--- config.mk ---
export PLATFORM = sky130hd
export DESIGN_NAME = freq_meas
export DESIGN_NICKNAME = d
export VERILOG_FILES = /design/src/rtl/freq_meas.sv
export SDC_FILE = /design/constraint.sdc
export NUM_CORES = 1
export LEC_CHECK = 0
export CORE_MARGIN = 2
export CORE_UTILIZATION = 45
export CTS_CLUSTER_SIZE = 25
export DETAILED_ROUTE_END_ITERATION = 16
export SLEW_MARGIN = 20
export SYNTH_ARGS = -nofsm -noshare
export SYNTH_HDL_FRONTEND = slang
export SYNTH_SLANG_ARGS = --single-unit
--- constraint.sdc ---
create_clock -name clk_in -period 3.95 [get_ports clk_in]
set_clock_uncertainty 0.1 [all_clocks]
set_input_delay 0.395 -clock clk_in [delete_from_list [all_inputs] [get_ports clk_in]]
set_output_delay 0.395 -clock clk_in [all_outputs]
set_load 0.02 [all_outputs]
--- src/rtl/freq_meas.sv ---
// Frequency meter: counts rising edges of an asynchronous input over a gate window of
// 2^(DataWidth+1) clk_in cycles and reports them in the generator's freq_sel encoding.
module freq_meas #(
  parameter int DataWidth = 8
) (
  input  logic                 clk_in,
  input  logic                 rst,
  input  logic                 en,
  input  logic                 sig_in,
  output logic [DataWidth-1:0] freq_est,
  output logic                 no_sig,
  output logic                 valid
);

  localparam int CntW = DataWidth + 1;
  localparam logic [CntW-1:0] WinLast = '1;
  localparam logic [CntW-1:0] CntMax  = CntW'(1) << DataWidth;

  localparam logic [1:0] IDLE    = 2'd0;
  localparam logic [1:0] SETTLE  = 2'd1;
  localparam logic [1:0] MEASURE = 2'd2;

  logic [1:0]      state;
  logic [1:0]      settle_cnt;
  logic            s1, s2, s3;
  logic            rise;
  logic [CntW-1:0] win_cnt;
  logic [CntW-1:0] edge_cnt;
  logic [CntW-1:0] edge_nxt;

  // Edge count can legally reach 2^DataWidth but must never wrap past it.
  function automatic logic [CntW-1:0] sat_inc(input logic [CntW-1:0] c, input logic inc);
    if (inc && (c != CntMax)) return c + CntW'(1);
    return c;
  endfunction

  function automatic logic [DataWidth-1:0] map_code(input logic [CntW-1:0] c);
    logic [CntW-1:0] m;
    m = (c == '0) ? '0 : c - CntW'(1);
    return m[DataWidth-1:0];
  endfunction

  assign rise     = s2 & ~s3;
  assign edge_nxt = sat_inc(edge_cnt, rise);

  always_ff @(posedge clk_in or negedge rst) begin
    if (!rst) begin
      state      <= IDLE;
      settle_cnt <= '0;
      s1         <= 1'b0;
      s2         <= 1'b0;
      s3         <= 1'b0;
      win_cnt    <= '0;
      edge_cnt   <= '0;
      freq_est   <= '0;
      no_sig     <= 1'b0;
      valid      <= 1'b0;
    end else begin
      s1    <= sig_in;
      s2    <= s1;
      s3    <= s2;
      valid <= 1'b0;
      case (state)
        IDLE: begin
          win_cnt    <= '0;
          edge_cnt   <= '0;
          settle_cnt <= '0;
          if (en) state <= SETTLE;
        end
        SETTLE: begin
          // Three cycles let stale samples drain out of the synchroniser.
          if (!en) begin
            state      <= IDLE;
            settle_cnt <= '0;
          end else if (settle_cnt == 2'd2) begin
            state      <= MEASURE;
            settle_cnt <= '0;
            win_cnt    <= '0;
            edge_cnt   <= '0;
          end else begin
            settle_cnt <= settle_cnt + 2'd1;
          end
        end
        MEASURE: begin
          if (!en) begin
            state    <= IDLE;
            win_cnt  <= '0;
            edge_cnt <= '0;
          end else if (win_cnt == WinLast) begin
            // Last window cycle: its own rise is included, next window starts with no gap.
            freq_est <= map_code(edge_nxt);
            no_sig   <= (edge_nxt == '0);
            valid    <= 1'b1;
            win_cnt  <= '0;
            edge_cnt <= '0;
          end else begin
            win_cnt  <= win_cnt + CntW'(1);
            edge_cnt <= edge_nxt;
          end
        end
        default: state <= IDLE;
      endcase
    end
  end

endmodule
==> summary.txt <==
Timing
  • Final Hold Vio Count: 0
  • Min Tclk post-route: 2870 ps
  • Unrepaired setup endpoints after global routing: false
  • Slew @ Worst Pin: 891 ps
  • Slew Limit Fails: 0
  • Fmax: ~350 MHz
  • Final critical-path share of the clock period: approximately 73%
  • Relative slew margins: roughly two fifths
  • Post-Route Setup TNS: 0 ps
  • Count of final setup violators: 0
  • Setup slack after layout: approximately 1100 ps

Route
  • Via count: between 1,500 and 2,000
  • Average wire per standard cell: about 15 µm
  • DRC viols: 0
  • Starting DRC count in detailed routing: 97
  • TritonRoute pass-1 iters: 5
  • Post-route ant nets: 0
  • Vias per Instance: 5.69
  • Final WL: ~4200 µm

CTS
  • Clock Latency Late Sink: 280 ps
  • Hold_buf cts: 0
  • Post-CTS Setup Inserts: 0
  • Clock transition at the registers of the reported paths: roughly 70 ps
  • H-tree depth: 2
  • # resized after CTS: 0
  • Root Driver: clkbuf_8
  • CTS sink count: 35
  • CTS tree: done
  • Clock tree buffer depth: 2
  • Num CTS Buffers: 5

Yosys
  • Synth warnings: 0
  • Cell count after synthesis: between 200 and 250
  • Syn Nets: 225
  • Mean Syn Cell Area: approximately 9.2 µm²
  • Post-synth top flop: dfrtp_1
  • Post-Syn Area: between 1500 and 2000 µm²
  • Synth Register Bits: 35
  • Sequential fraction of the synthesis area: ~44%
  • Distinct cells, synth: 46
  • EDFF count, synth: 0
  • Post-synth ARST share: between 90% and 100%

Global routing
  • Initial antenna violation count: 0
  • Vias in the first global route: approximately 1,600
  • First-pass GRT wire length: between 7000 and 8000 µm
  • GRT overflow: 0
  • GRT Total Usage: between 10% and 20%
  • Largest net degree at the start of global routing: 36

Placement
  • Hpwl dp: 2880 µm
  • PortBufs: 13
  • Post-place setup slack: between 1000 and 1500 ps
  • Routability cong.: 0.910

Power and ir drop
  • Max IR drop VDD: 0.174 mV
  • Leakage: between 0.9 and 1 nW
  • Power density cells: roughly 300 nW/µm²

Critical path
  • CP endpoint kind: flop
  • Critical Path Fanout Max: 9
  • Worst setup path class: reg -> reg
  • Critical path startpoint category: flop
  • Worst EP arrival: 2940 ps
  • CP Data Required Time: 4020 ps

Final layout
  • Commonest non-fill, non-tap cell in the layout: dfrtp_1
  • Share of cells above drive strength 1: 7.52%
  • Commonest cells after routing, fill and taps aside: dfrtp_1, nand2_1, o21ai_0
  • Synth-to-layout area growth: 12.3%
  • Antenna cells: 0
  • Fillcell total: around 400
  • Post-layout util: approximately half
  • Fin nets: between 200 and 250

Floorplan
  • Num ports: 14
  • Initial Util: a little under half
  • Die height: approximately 70 µm
  • Die X: between 70 and 80 µm
  • Die area: between 4000 and 5000 µm²
  • Rows: 24
  • CORE AREA: approximately 4300 µm²

Outcome
  • Status: finished, final reports clean

Min path
  • Hold Path Class: reg -> reg

Flow run
  • Max-cap viol count: 0
==> worst max-delay path, stage by stage, from the launching register on <==
cell and delay (ps):
dfrtp_1 470, or4_4 590, o41a_1 470, xnor2_1 240
ha_1 280, o2111ai_1 180, and2_1 230, a22o_1 180
==> sequential cells by signal, indices dropped and copies added (netlist names) <==
name        count
edge_cnt        9
win_cnt         9
freq_est        8
settle_cnt      2
state           2
no_sig          1
s1              1
s2              1
s3              1
valid           1
==> kinds of logic after synthesis <==
kind of cell	after synthesis	synth area share, %
fa+ha+maj	5	3.15
simple gates	87	21.7
xor+xnor	15	6.62
buf+inv	17	4.10
mux	3	2.14
compound gates	54	18.1
flops	35	44.1
==> final cells by class <==
| cell class | count | area, µm² | area share (%) |
|---|---|---|---|
| repair buffers | 15 | 145 | 6.51 |
| flip-flops and latches | 35 | 876 | 39.3 |
| inverters | 4 | 15.0 | 0.673 |
| clock buffers | 8 | 100 | 4.49 |
| multi-input cells | 164 | 1030 | 46.1 |
| well taps | 52 | 65.1 | 2.92 |
==> report_power, final <==
part / leakage (nW) / total [mW] / switching (mW) / internal (mW)
clock network: 0.0515 / 0.283 / 0.124 / 0.159
registers: 0.479 / 0.365 / 0.00310 / 0.362
logic: 0.445 / 0.0314 / 0.0192 / 0.0123
==> routing by layer <==
metal	wire length [µm]	GRT usage [%]
met1	1960	24.0
met4	65	7.05
met5	0	0
met2	1990	30.5
met3	150	4.62
==> stage by stage <==
stage               instance area [µm²]  hold slack, ps  std cells  power [mW]
finish                             2230             258        278       0.680
detailed placement                 2130             236        270       0.404
global route                       2230             269        278       0.711
global placement                   2130             238        270       0.402
floorplan                          1990          -0.591        216       0.388
CTS                                2230             262        278       0.687
==> cells in the mapped netlist, types with 2 or more instances <==
library cell  count  area share [%]
dfrtp_1          35              44
nand2_1          30             5.7
o21ai_0          27             6.8
nor2_1           21             4.0
xnor2_1          11             4.9
clkbuf_1          9             1.7
and3_1            7             2.2
nand3_1           7             1.8
a22o_1            5             2.2
ha_1              5             3.2
nor2b_1           5             1.6
a21oi_1           4             1.0
a32o_1            4             2.0
and2_1            4             1.3
inv_1             4            0.76
xor2_1            4             1.8
buf_2             2            0.50
buf_6             2             1.1
mux2i_1           2             1.0
nor3_1            2            0.50
==> path summary, 6_finish.rpt <==
path	startpoint	end	slack, ps	cells after the start
max in group asynchronous	rst	freq_est[7]	3000	2
min	s1	s2	260	0
max reg2reg	edge_cnt[7]	freq_est[5]	1080	7
max	edge_cnt[7]	freq_est[5]	1080	7
min in group asynchronous	rst	s2	420	2
min reg2reg	s1	s2	260	0
(Power assumes the default switching activity.)
